`src/rtl/sram_master.sv`:
```
// sram_master: queues host read/write requests and issues them to a synchronous SRAM,
// returning read data as a one-cycle response pulse.
module sram_master #(
   parameter int ADDR_W = 8,
   parameter int DATA_W = 4,
   parameter int DEPTH  = 4,
   parameter int RD_LAT = 1
) (
   input  logic              clk,
   input  logic              rst,
   input  logic              req_valid,
   output logic              req_ready,
   input  logic              req_write,
   input  logic [ADDR_W-1:0] req_addr,
   input  logic [DATA_W-1:0] req_wdata,
   output logic              rsp_valid,
   output logic [DATA_W-1:0] rsp_data,
   output logic [ADDR_W-1:0] rsp_addr,
   output logic              busy,
   output logic              sram_cs,
   output logic              sram_write,
   output logic              sram_read,
   output logic [ADDR_W-1:0] sram_addr,
   output logic [DATA_W-1:0] sram_wdata,
   input  logic [DATA_W-1:0] sram_rdata
);
   localparam int PW = $clog2(DEPTH);
   localparam int CW = $clog2(RD_LAT + 1);
   localparam int EW = 1 + ADDR_W + DATA_W;
   typedef enum logic [1:0] {IDLE, ISSUE, RWAIT} state_t;
   state_t state, state_nxt;
   logic [EW-1:0] mem [DEPTH];
   logic [EW-1:0] head;
   logic [PW-1:0] wr_ptr, rd_ptr;
   logic [PW:0] count;
   logic [CW-1:0] cnt, cnt_nxt;
   logic push, pop, avail, sample;
   assign req_ready = !rst && count != (PW+1)'(DEPTH);
   assign push = req_valid && req_ready;
   // an empty FIFO is bypassed so a request accepted while IDLE strobes the very next cycle
   assign avail = count != '0 || push;
   assign head = count != '0 ? mem[rd_ptr] : {req_write, req_addr, req_wdata};
   assign busy = count != '0 || state != IDLE;
   always_comb begin
      state_nxt = state;
      cnt_nxt = cnt;
      pop = 1'b0;
      sample = 1'b0;
      case (state)
         IDLE: begin
            pop = avail;
            state_nxt = avail ? ISSUE : IDLE;
         end
         ISSUE: begin
            pop = sram_write && avail;
            state_nxt = !sram_write ? RWAIT : avail ? ISSUE : IDLE;
            cnt_nxt = sram_write ? cnt : CW'(RD_LAT);
         end
         RWAIT: begin
            cnt_nxt = cnt - CW'(1);
            sample = cnt == CW'(1);
            pop = sample && avail;
            state_nxt = !sample ? RWAIT : avail ? ISSUE : IDLE;
         end
         default: state_nxt = IDLE;
      endcase
   end
   always_ff @(posedge clk)
      if (push) mem[wr_ptr] <= {req_write, req_addr, req_wdata};
   always_ff @(posedge clk) begin
      if (rst) begin
         state <= IDLE;
         cnt <= '0;
         wr_ptr <= '0;
         rd_ptr <= '0;
         count <= '0;
         sram_cs <= 1'b0;
         sram_write <= 1'b0;
         sram_read <= 1'b0;
         sram_addr <= '0;
         sram_wdata <= '0;
         rsp_valid <= 1'b0;
         rsp_data <= '0;
         rsp_addr <= '0;
      end else begin
         state <= state_nxt;
         cnt <= cnt_nxt;
         wr_ptr <= wr_ptr + PW'(push);
         rd_ptr <= rd_ptr + PW'(pop);
         count <= count + (PW+1)'(push) - (PW+1)'(pop);
         sram_cs <= pop;
         sram_write <= pop && head[EW-1];
         sram_read <= pop && !head[EW-1];
         if (pop) {sram_addr, sram_wdata} <= head[EW-2:0];
         rsp_valid <= sample;
         if (sample) {rsp_data, rsp_addr} <= {sram_rdata, sram_addr};
      end
   end
endmodule
```
`config.mk`:
```
export PLATFORM = sky130hd
export DESIGN_NAME = sram_master
export DESIGN_NICKNAME = d
export VERILOG_FILES = /design/src/rtl/sram_master.sv
export SDC_FILE = /design/constraint.sdc
export NUM_CORES = 1
export LEC_CHECK = 0
export CAP_MARGIN = 20
export CORE_MARGIN = 5
export CORE_UTILIZATION = 54
export DETAILED_ROUTE_END_ITERATION = 10
export HOLD_SLACK_MARGIN = 0.02
export PLACE_DENSITY = 0.79
export SLEW_MARGIN = 25
export SYNTH_ARGS = -nofsm -noshare
export SYNTH_HDL_FRONTEND = slang
export SYNTH_SLANG_ARGS = --single-unit
```
`constraint.sdc`:
```
create_clock -name clk -period 2.9 [get_ports clk]
set_input_delay 0.435 -clock clk [delete_from_list [all_inputs] [get_ports clk]]
set_output_delay 0.435 -clock clk [all_outputs]
set_load 0.01 [all_outputs]
```
---- Word-level counts from Yosys, hierarchy flattened ----
Memories as Yosys holds them, arrays and structs flattened. A register that Yosys moved wholly into a read port is not among the register bits.
Cells that the tools add are included.
storage, ports and cells
  bits in registers ....................... 38
  memory bits (writable) .................. 52
  bits of input ports ..................... 20
  output and inout port bits .............. 30
  logic and storage cells ................. 50
  memories ................................ 1
memories
  memory  depth  bits a word  read ports  clocked after Yosys merged registers in  wr ports  RTL line  source
  mem     4      13           1           1                                        1         32        logic [EW-1:0] mem [DEPTH];
cells by class
  add/subtract/negate cells ............... 5
  eq/ne operators ......................... 4
  multiplexer cells ....................... 12
  reduce and logical (&&, ||, !) cells .... 15
operator list
  cell                                                                   number
  13-bit two-way mux                                                     1
  1-bit logical AND                                                      6
  2-bit two-way mux                                                      3
  2-bit case mux with 3 select lines                                     1
  1-bit two-way mux                                                      5
  2-bit by 1-bit adder with 2-bit output                                 2
  2-bit nonzero test                                                     2
  3-bit by 1-bit adder with 3-bit output                                 1
  3-bit inequality test, second input constant                           1
  1-bit case mux with 3 select lines                                     1
  3-bit nonzero test                                                     1
  3-bit by 1-bit subtractor with 3-bit output                            1
  2-bit by 1-bit equality test with 1-bit output, second input constant  1
  2-bit equality test, second input constant                             1
  1-bit zero test                                                        2
  2-bit zero test                                                        1
  1-bit logical OR                                                       2
  2-bit inequality test, second input constant                           1
  1-bit case mux with 2 select lines                                     1
  2-bit AND reduction                                                    1
  1-bit subtractor, second input constant                                1

---- Longest topological paths before layout ----
Gate-level depths: netlist of run 1.
  depth after elaboration ................. 8
  gate-level depth with buffers ........... 11
  mapped depth without buffers ............ 11

---- Least setup slack after synthesis of run 1 ----
No wires, ideal clock.
  kind .................................... reg2reg
  start ................................... register count[1]
  end ..................................... memory mem[1][0] (netlist bit), enable pin
  library setup time ...................... 0.402 ns
  arrival time ............................ 2.034 ns
  required time ........................... 2.498 ns
  setup slack ............................. 0.463 ns
  cell stages (with the launch flop) ...... 5
  buffers on the path ..................... 0
  period minus slack after synthesis ...... 2.437 ns
  cell sequence ........................... dfxtp_1 -> nor2_1 -> a21oi_1 -> nand2_1 -> nor3b_1
between the ends
  longest elaborated chain between the ends .. 5
RTL lines
  item                                     RTL line  source
  start, declared                          35        logic [PW:0] count;
  start signal, assigned                   90        count <= count + (PW+1)'(push) - (PW+1)'(pop);
  3-bit inequality test                    38        assign req_ready = !rst && count != (PW+1)'(DEPTH);
  1-bit logical AND                        38
  named net req_ready                      12        output logic req_ready,
  1-bit logical AND                        39        assign push = req_valid && req_ready;
  1-bit two-way mux                        69        if (push) mem[wr_ptr] <= {req_write, req_addr, req_wdata};
  1-bit two-way mux (implied by the code)  69
  end, declared                            32
The timed path passes the listed nets, and every way through them passes these cells.

---- Worst setup path in the final report of run 1 ----
  start ................................... register state[0]
  end ..................................... register count[2]
between the ends
  longest elaborated chain between the ends .. 3
  elaborated cells between the ends (all ways) .. 5
  classes of those cells .................. 1 x add/sub; 2 x eq/ne; 1 x mux; 1 x reduce/logical
RTL lines
  item                                               RTL line  source
  start, declared                                    31        state_t state, state_nxt;
  start signal, assigned                             86        state <= state_nxt;
  2-bit equality test, or another cell as far along  49        case (state)
  1-bit case mux with 3 select lines (*)             49
  3-bit by 1-bit subtractor with 3-bit output (*)    90
Mark *: on every way between the ends. The rest lies on a longest branch, timed or not.
A chain may end at the register's enable or synchronous reset.

==> results of run 1 <==
==> state kept, by name, summed over array words and instances (netlist names), 3 cells and up <==
signal / cells
mem: 52
sram_wdata: 4
sram_addr: 8
rsp_addr: 8
rsp_data: 4
count: 3
==> report_power, final <==
part	internal (mW)	switching [mW]	leakage, nW	total [mW]
Clock	0.425	0.417	0.101	0.842
Combinational	0.709	0.684	0.662	1.39
Sequential	1.53	0.165	0.784	1.69
==> layout by cell type, fill, tap and decap left out, drive strengths merged, types with 2 or more instances in the layout <==
cell type / instances
dfxtp: 38
ha: 6
clkbuf: 12
inv: 21
mux4: 13
mux2i: 15
buf: 10
nor2b: 5
o21ai: 5
nor2: 9
edfxtp: 52
nor3b: 4
clkdlybuf4s50: 48
nor3: 4
a21oi: 15
xnor2: 3
nand2: 29
and2: 2
nand2b: 3
a221oi: 12
==> final cells by class <==
| type | instances | area, sq um |
|---|---|---|
| timing repair buffer | 58 | 553.0 |
| inverter | 19 | 71.32 |
| clock buffer | 12 | 145.1 |
| tap | 77 | 96.34 |
| fill | 461 | 2026 |
| multi-input combinational | 133 | 1159 |
| clock inverter | 4 | 50.05 |
| sequential | 90 | 2322 |
==> worst max-delay path, delay by kind of cell, from the launching register on <==
| family | cells | cell delay, ns |
|---|---|---|
| AO/OA/AOI/OAI | 1 | 0.31 |
| XOR/XNOR | 2 | 0.31 |
| adder cells (fa/ha/maj) | 2 | 0.67 |
| buffers and inverters | 1 | 0.07 |
| flip-flops | 1 | 0.36 |
| multiplexers | 1 | 0.16 |
| AND/OR/NAND/NOR | 3 | 0.55 |
==> worst min path at each step <==
stage,startpoint,end,slack (ns),cells past startpoint
global placement,rsp_addr[4]$_SDFFE_PP0P_,rsp_addr[4]$_SDFFE_PP0P_,0.44,2
CTS,rsp_addr[5]$_SDFFE_PP0P_,rsp_addr[5]$_SDFFE_PP0P_,0.46,2
finish,rsp_addr[3]$_SDFFE_PP0P_,rsp_addr[3]$_SDFFE_PP0P_,0.46,2
floorplan,rsp_addr[0]$_SDFFE_PP0P_,rsp_addr[0]$_SDFFE_PP0P_,0.48,2
detailed placement,rsp_addr[5]$_SDFFE_PP0P_,rsp_addr[5]$_SDFFE_PP0P_,0.45,2
global route,rsp_addr[5]$_SDFFE_PP0P_,rsp_addr[5]$_SDFFE_PP0P_,0.47,2
==> through the flow <==
stage               hold slack (ns)  cell area, sq um  setup WS, ns
global route                 0.4715              4397        0.1010
global placement             0.4418              4202        0.4331
detailed placement           0.4459              4202        0.3572
CTS                          0.4572              4397        0.3322
floorplan                    0.4805              3608        0.4632
finish                       0.4584              4397        0.3257
==> cell families (layout without fill, tap and decap cells) <==
group | after synthesis | count (layout) | share of synthesized area
adders and majority gates | 7 | 7 | 0.02635
xor gates and xnor gates | 3 | 3 | 0.007283
DFF | 90 | 90 | 0.6436
muxes | 29 | 29 | 0.1259
AOI/OAI and AO/OA | 34 | 34 | 0.07594
and+or+nand+nor | 60 | 60 | 0.08149
buffers and inverters | 31 | 93 | 0.03953
==> metal layers <==
metal,vias up,global-route usage
met5,-,0
met4,0,0.1064
met3,9,0.03601
met2,54,0.2848
met1,1042,0.2072
li1,1044,-
==> results by group, run 1 <==
Logic synthesis
  • Number of synthesis warnings: 0
  • Top cells by count, synth: 52 x edfxtp_1, 38 x dfxtp_1, 29 x nand2_1
  • Post-synth EDFFs: 52
  • Synth cell types: 34
  • Post-synth ARST share: 0
  • Post-synthesis sequential area ratio: 0.6436
  • Top-count cell post-synth: edfxtp_1
  • Yosys reg bits: 90
  • Post-synth top flop: edfxtp_1
  • Syn_nets: roughly 280
  • Post-synth top area share: 0.4327
  • Cell Area, Synth: around 3600 sq um
  • Top cells by area, synth: edfxtp_1 43%, dfxtp_1 21%, mux4_2 8.1%
  • Cell count after synthesis: 254
  • Syn_area_per_cell: between 10 and 15 sq um
  • Yosys top cell by area: edfxtp_1

Setup path
  • RR Startpoint: state[0]$_SDFF_PP0_
  • Max incr delay on CP: around 0.43 ns
  • Crit Path Max Fanout: 14
  • Reg2reg path depth: 10
  • Startpoint types: flip-flop
  • R2R Path End: count[2]$_SDFF_PP0_
  • CP cell instances: inv_1, ha_1, mux2i_1, o22ai_1, and2_4, nand2_1, fa_1, xnor2_1, xnor2_1, nor2_1
  • Crit-path most repeated cell: xnor2_1
  • Critical Path Source: state[0]$_SDFF_PP0_
  • R2r setup slk: between 0.3 and 0.4 ns
  • CP endpoint: count[2]$_SDFF_PP0_
  • Setup CP Type: flip-flop to flip-flop
  • Endpoint class of the critical path: flip-flop
  • Crit path required time: 3.13 ns
  • CP max-delay cell: fa_1
  • Crit path DAT: 2.80 ns

Clock tree
  • TritonCTS clock tree: yes
  • Post-CTS setup buffer count: 0
  • Hold buffers post-CTS: 0
  • Sink Count: 90
  • CTS resizes: 0
  • CTS Buf Count: 9
  • Clock Root Buffer: clkbuf_8
  • H-tree levels: 3
  • Clock Tree Buf Depth: 2
  • CTS clock-pin slew for the worst setup and hold paths: 0.08 ns
  • Clock latency on the worst-skew pair: 0.35 ns

STA
  • Highest Clock Rate: 388.5 MHz
  • Final slew viol count: 0
  • Clock Skew: 0.007411 ns
  • Setup_tns: 0 ns
  • Worst slew pin tran: ~0.67 ns
  • Tcrit/Tclk final: 0.8877
  • Final setup fails: 0
  • Headroom to the max-slew limit: 0.5527
  • Tmin final: about 2.6 ns
  • RSZ-0062 raised after global routing: false
  • Final hold vios: 0

Run
  • Max cap viols: 0

Route
  • DRC Markers: 0
  • Vias/cell: around 5.5
  • Top routing layer in use: met4
  • Via count: 2149
  • Iteration-0 DRC Markers: between 100 and 150
  • Met3 wire length: 367 um
  • DR pass1 iterations: 4
  • DR WL met2: 3.482 mm
  • Number of nets still failing antenna checks after routing: 0
  • WL final: 6.850 mm
  • Routed len/inst: 17.43 um
  • Wire length on met1: 2.857 mm

Finish
  • Share of cells above drive strength 1: 0.1614
  • Nets: 338
  • Area growth syn-to-layout: 21.84%
  • Non-Filler Instances: around 390
  • Final Util: 0.6846
  • Diodes inserted: 0

Floorplanning
  • Core ar.: between 6000 and 7000 sq um
  • Num rows: 29
  • Top-Level Pins: 50
  • Die Ht: 91.75 um
  • Initial core utilization: 0.5619
  • DIE AREA: 8417 sq um
  • Chip width: 91.75 um

Global route
  • Gr usage total: 0.1724
  • GRT overflow: 0
  • Vias in the first global route: between 2000 and 2500
  • Global-route wire length before repair: about 11 mm
  • Antenna violations before repair: 0
  • Largest net degree at the start of global routing: 41

Placement
  • Placed cells: 377
  • DP Wirelength: 4.604 mm
  • RePlAce Congestion: around 0.79
  • Port Buf Inserts: 49

Power
  • Maximum vdd ir drop: around 0.39 mV
  • Tot Pwr: 3.926 mW
  • Pwr Density: 892.9 nW/um^2
  • Static leakage: 1.547 nW

Worst hold path
  • Worst Hold Class: flip-flop to flip-flop

Status
  • Status: completed
Note: power is estimated with default switching activity, not from simulation.
==> run 2: changes to the inputs <==
--- a/config.mk
+++ b/config.mk
@@ -10,6 +10,7 @@
 export CORE_UTILIZATION = 54
 export DETAILED_ROUTE_END_ITERATION = 10
 export HOLD_SLACK_MARGIN = 0.02
+export MAX_ROUTING_LAYER = met4
 export PLACE_DENSITY = 0.79
 export SLEW_MARGIN = 25
 export SYNTH_ARGS = -nofsm -noshare
==> run 2 against run 1 <==
Via count did not move. Critical path type unchanged. Global-route usage rose by 0.62 points. Clock power is essentially flat. Clock skew barely moved. Die area unchanged. Cell count is the same. First-iteration DRC count increased by 8.8%. Wire length up 0.44%.
==> results by group, run 2 (synthesis results as in run 1) <==
Finish
  • Largest register FFs: 52
  • Most frequent cells in the layout: 52 x edfxtp_1, 48 x clkdlybuf4s50_1, 38 x dfxtp_1, 29 x nand2_1, 19 x inv_1
  • Most flops, register: mem
  • Area growth syn-to-layout: 21.84%
  • Most common cell after layout, fill and taps aside: edfxtp_1
  • Diodes inserted: 0
  • Share of cells above drive strength 1: 0.1614
  • Biggest regs: mem: 52 flops, rsp_addr: 8 flops, sram_addr: 8 flops
  • Nets: 338

Setup path
  • Crit path DAT: approximately 2.8 ns
  • RR Startpoint: state[0]$_SDFF_PP0_
  • Endpoint class of the critical path: flip-flop
  • R2R Path End: count[2]$_SDFF_PP0_
  • Crit Path Max Fanout: 14
  • Setup CP Type: flip-flop to flip-flop
  • Crit path required time: 3.13 ns
  • Startpoint types: flip-flop
  • R2r setup slk: between 0.3 and 0.4 ns
  • Reg2reg path depth: 10

STA
  • Tcrit/Tclk final: 0.8888
  • Hold slack: 0.4576 ns
  • Clock Skew: just under 0.008 ns
  • Headroom to the max-slew limit: 0.5553
  • Worst slew pin tran: 0.6662 ns
  • Setup_tns: 0 ns
  • Final slew viol count: 0
  • Tmin final: 2.577 ns
  • Final setup fails: 0
  • RSZ-0062 raised after global routing: false
  • Highest Clock Rate: 388.0 MHz
  • Final hold vios: 0

Clock tree
  • TritonCTS clock tree: yes
  • CTS clock-pin slew for the worst setup and hold paths: 0.08 ns
  • Clock Root Buffer: clkbuf_8
  • Clock latency on the worst-skew pair: 0.35 ns
  • Hold buffers post-CTS: 0
  • CTS resizes: 0
  • Post-CTS setup buffer count: 0
  • Sink Count: 90
  • CTS Buf Count: 9
  • H-tree levels: 3
  • Clock Tree Buf Depth: 2

Power
  • P_int: ~2.7 mW
  • Logic pwr share: 0.355
  • Clock power frac: 0.215
  • Static leakage: 1.547 nW
  • Reg power frac: 0.430
  • Sw frac: 0.3232
  • Pwr Density: 893.8 nW/um^2
  • NetSw: 1.270 mW
  • Maximum vdd ir drop: 0.3931 mV

Floorplanning
  • Num rows: 29
  • Core ar.: 6422 sq um
  • DIE AREA: roughly 8400 sq um
  • Initial core utilization: 0.5619
  • Chip width: 91.75 um
  • Top-Level Pins: 50
  • Die Ht: 91.75 um

Global route
  • GRT overflow: 0
  • Gr usage total: 0.1785
  • Antenna violations before repair: 0
  • Largest net degree at the start of global routing: 41
  • Vias in the first global route: ~2200
  • Global-route wire length before repair: 10.99 mm

Status
  • Status: completed

Route
  • DR pass1 iterations: 4
  • WL final: 6.880 mm
  • Number of nets still failing antenna checks after routing: 0
  • Routed len/inst: ~18 um
  • Via count: 2149
  • Iteration-0 DRC Markers: ~110
  • Vias/cell: 5.468
  • DRC Markers: 0

Placement
  • DP Wirelength: between 4 and 5 mm
  • Port Buf Inserts: a little under 50
  • RePlAce Congestion: a little over 0.8

Worst hold path
  • Worst Hold Class: flip-flop to flip-flop
  • Min-Delay Startpoint: rsp_addr[5]$_SDFFE_PP0P_
  • Worst Hold Path Cells: 2
  • Hold Path End: rsp_addr[5]$_SDFFE_PP0P_

Run
  • Max cap viols: 0
==> run 2: cell counts in the layout (fill, tap and decap cells not counted) <==
Identical to the previous run, type by type.
==> run 2: stage by stage <==
stage          std cells  utilization  cell area, sq um  setup slack [ns]  power (mW)
6_report             393       0.6846              4397            0.3225       3.930
5_1_grt              393       0.6846              4397            0.1009       4.155
4_1_cts              393       0.6846              4397            0.3322       3.967
3_5_place_dp         377       0.6542              4202            0.3572       3.117
3_3_place_gp         377       0.6542              4202            0.4331       3.073
2_1_floorplan        254            -              3608            0.4632       2.676
==> run 2: critical path, stage by stage, from the launching register on <==
cell and delay, ns:
dfxtp_1 0.36, inv_1 0.07, ha_1 0.24, mux2i_1 0.16
o22ai_1 0.31, and2_4 0.38, nand2_1 0.12, fa_1 0.43
xnor2_1 0.17, xnor2_1 0.14, nor2_1 0.05
==> run 2: power by group through the flow <==
| stage | combinational, mW | clock (mW) | sequential [mW] |
|---|---|---|---|
| 2_1_floorplan | 0.977 | 0 | 1.70 |
| 3_3_place_gp | 1.36 | 0 | 1.72 |
| 3_5_place_dp | 1.39 | 0 | 1.72 |
| 4_1_cts | 1.41 | 0.864 | 1.70 |
| 5_1_grt | 1.51 | 0.922 | 1.72 |
| 6_report | 1.39 | 0.844 | 1.69 |
==> run 2: final cells by class <==
class                   count  area [sq um]
flip-flops and latches     90          2322
fillers                   461          2026
multi-input cells         133          1159
repair buffers             58         553.0
clock buffers              12         145.1
well taps                  77         96.34
inverters                  19         71.32
clock inverters             4         50.05
==> run 2: worst max-delay path by stage <==
stage                        start             endpoint  slack, ns  cells past startpoint
2_1_floorplan  count[1]$_SDFF_PP0_  mem[1][0]$_DFFE_PP_       0.46                      4
3_3_place_gp             req_valid  count[2]$_SDFF_PP0_       0.43                      9
3_5_place_dp   state[0]$_SDFF_PP0_  count[2]$_SDFF_PP0_       0.36                     10
4_1_cts        state[0]$_SDFF_PP0_  count[2]$_SDFF_PP0_       0.33                     10
5_1_grt        state[0]$_SDFF_PP0_  count[2]$_SDFF_PP0_       0.10                     10
6_report       state[0]$_SDFF_PP0_  count[2]$_SDFF_PP0_       0.32                     10
==> run 2: routing by layer <==
layer	wire length [um]	track usage	share of wire
met1	2912	0.2115	0.42
met2	3470	0.2842	0.50
met3	358	0.03437	0.052
met4	139	0.1064	0.020
met5	0	-	0
==> run 3: changes to the inputs <==
--- a/config.mk
+++ b/config.mk
@@ -7,11 +7,11 @@
 export LEC_CHECK = 0
 export CAP_MARGIN = 20
 export CORE_MARGIN = 5
-export CORE_UTILIZATION = 54
+export CORE_UTILIZATION = 35
 export DETAILED_ROUTE_END_ITERATION = 10
 export HOLD_SLACK_MARGIN = 0.02
 export MAX_ROUTING_LAYER = met4
-export PLACE_DENSITY = 0.79
+export RECOVER_POWER = 25
 export SLEW_MARGIN = 25
 export SYNTH_ARGS = -nofsm -noshare
 export SYNTH_HDL_FRONTEND = slang
==> run 3 against run 2 <==
Sequential power barely moved. Clock power increased by 3.3%. Hold slack hardly changed. Wire length increased by 4.0%. Power grew 0.65%. Clock skew up 0.0021 ns. Non-clock buffer count unchanged. Register-to-register slack better by 0.11 ns. Count of clock-buffer cells in the layout fell by 3. Cell count is 15% higher. Combinational power about the same. Critical path depth stayed put. Critical path type unchanged.
==> results by group, run 3 (synthesis results as in run 1) <==
Status
  • Status: completed

Route
  • DRC Markers: 0
  • WL final: 7.152 mm
  • DR pass1 iterations: 4
  • Routed len/inst: 15.82 um
  • Vias/cell: roughly 4.7
  • Iteration-0 DRC Markers: 80
  • Number of nets still failing antenna checks after routing: 0
  • Via count: around 2100

Finish
  • Area growth syn-to-layout: 24.03%
  • Number of fill cells: 949
  • Most common cell after layout, fill and taps aside: edfxtp_1
  • Nets: roughly 340
  • Reg area: 2322 sq um
  • Most flops, register: mem
  • Biggest regs: mem: 52 flops, rsp_addr: 8 flops, sram_addr: 8 flops
  • Multi-input gate area: 1154 sq um
  • Share of cells above drive strength 1: 0.1646
  • Most frequent cells in the layout: 52 x edfxtp_1, 38 x dfxtp_1, 37 x clkdlybuf4s50_1, 29 x nand2_1, 19 x inv_1
  • Diodes inserted: 0
  • Largest register FFs: 52

Global route
  • GRT overflow: 0
  • Antenna violations before repair: 0
  • Gr usage total: 0.1224
  • Largest net degree at the start of global routing: 25
  • Vias in the first global route: 2104
  • Global-route wire length before repair: 11.45 mm

Power
  • Pwr Density: 883.7 nW/um^2
  • Maximum vdd ir drop: 0.3342 mV
  • Static leakage: 1.548 nW

STA
  • Clock Skew: 0.009790 ns
  • Worst slew pin tran: 0.7269 ns
  • Headroom to the max-slew limit: 0.5147
  • RSZ-0062 raised after global routing: false
  • Hold slack: 0.4571 ns
  • Setup_tns: 0 ns
  • Tmin final: approximately 2.5 ns
  • Tcrit/Tclk final: 0.8514
  • Highest Clock Rate: about 400 MHz
  • Final slew viol count: 0
  • Final hold vios: 0
  • Final setup fails: 0

Clock tree
  • Sink Count: 90
  • H-tree levels: 3
  • CTS clock-pin slew for the worst setup and hold paths: 0.09 ns
  • CTS resizes: 0
  • Clock Tree Buf Depth: 2
  • CTS Buf Count: 9
  • Hold buffers post-CTS: 0
  • Post-CTS setup buffer count: 0
  • Clock latency on the worst-skew pair: 0.35 ns
  • TritonCTS clock tree: yes
  • Clock Root Buffer: clkbuf_8

Setup path
  • Crit path DAT: 2.72 ns
  • WP depth: 10
  • RR Startpoint: state[0]$_SDFF_PP0_
  • R2r setup slk: 0.43 ns
  • Startpoint types: flip-flop
  • Max incr delay on CP: between 0.4 and 0.5 ns
  • CP cell instances: inv_1, ha_1, mux2i_1, o22ai_1, and2_4, nand2_1, fa_1, xnor2_1, xnor2_1, nor2_1
  • Crit-path most repeated cell: xnor2_1
  • Top Family by Delay on Critical Path: adder cells
  • Endpoint class of the critical path: flip-flop
  • CP bufs+invs: 1
  • Crit Path Max Fanout: 14
  • CP max-delay cell: fa_1
  • R2R Path End: count[2]$_SDFF_PP0_
  • Setup CP Type: flip-flop to flip-flop
  • Reg2reg path depth: 10
  • Crit path required time: ~3.2 ns

Placement
  • RePlAce Congestion: 0.7067
  • Port Buf Inserts: roughly 50
  • DP Wirelength: 4.830 mm

Run
  • Max cap viols: 0

Floorplanning
  • Die Ht: 111.5 um
  • Top-Level Pins: 50
  • Initial core utilization: 0.3543
  • Core ar.: 10180 sq um
  • Chip width: 111.5 um
  • DIE AREA: 12440 sq um
  • Num rows: 37

Worst hold path
  • Worst Hold Path Cells: 2
  • Hold Path End: rsp_data[2]$_SDFFE_PP0P_
  • Worst Hold Class: flip-flop to flip-flop
  • Min-Delay Startpoint: rsp_data[2]$_SDFFE_PP0P_
## run 3: cell count changes in the layout (fill, tap and decap cells not counted)
| cell | delta |
|---|---|
| clkinvlp_2 | +1 |
| inv_6 | +2 |
| dlygate4sd3_1 | +11 |
| clkbuf_1 | -2 |
| clkinv_4 | +1 |
| nor3_2 | -1 |
| nor3_1 | +1 |
| clkdlybuf4s50_1 | -11 |
| inv_4 | -1 |
| clkbuf_8 | -1 |
| inv_8 | +1 |
| clkinv_2 | -1 |
## run 3: worst max path at each step
stage | start | end
final | state[0]$_SDFF_PP0_ | count[2]$_SDFF_PP0_
after global routing | state[0]$_SDFF_PP0_ | count[2]$_SDFF_PP0_
after CTS | state[0]$_SDFF_PP0_ | count[2]$_SDFF_PP0_
after detailed placement | state[0]$_SDFF_PP0_ | count[2]$_SDFF_PP0_
after global placement | state[0]$_SDFF_PP0_ | count[2]$_SDFF_PP0_
after floorplan | count[1]$_SDFF_PP0_ | mem[1][0]$_DFFE_PP_
## run 3: final cells by class
cell class	count	area share
Clock buffer	9	0.02768
Inverter	19	0.01594
Timing Repair Buffer	58	0.1236
Sequential cell	90	0.5189
Multi-Input combinational cell	133	0.2578
Clock inverter	7	0.01817
Tap cell	136	0.03802
## run 3: tightest hold or removal path, stage by stage, from the launching register on
cell and delay, ns:
dfxtp_1 0.32, nand2_1 0.05, a21oi_1 0.05
## run 3: metrics by stage
stage	total power, mW	std cells	worst slack, ns	area [sq um]	util
after floorplan	2.676	254	0.4632	3608	-
after detailed placement	3.139	436	0.4030	4270	0.4193
after global routing	4.225	452	0.2413	4476	0.4394
after global placement	3.117	436	0.4556	4270	0.4193
final	3.955	452	0.4309	4476	0.4394
after CTS	4.021	452	0.3936	4476	0.4394
## run 3: metal layers
metal	GRT usage	share of wire	vias up
met1	0.1663	0.49	1045
met5	-	0	-
li1	-	-	1039
met3	0.02554	0.037	10
met2	0.1801	0.46	47
met4	0.04866	0.017	0
## run 3: report_power, final
group / internal, mW / switching [mW] / leakage [nW]
sequential: 1.53 / 0.177 / 0.784
combinational: 0.701 / 0.679 / 0.661
clock: 0.413 / 0.459 / 0.103
total: 2.64 / 1.32 / 1.55
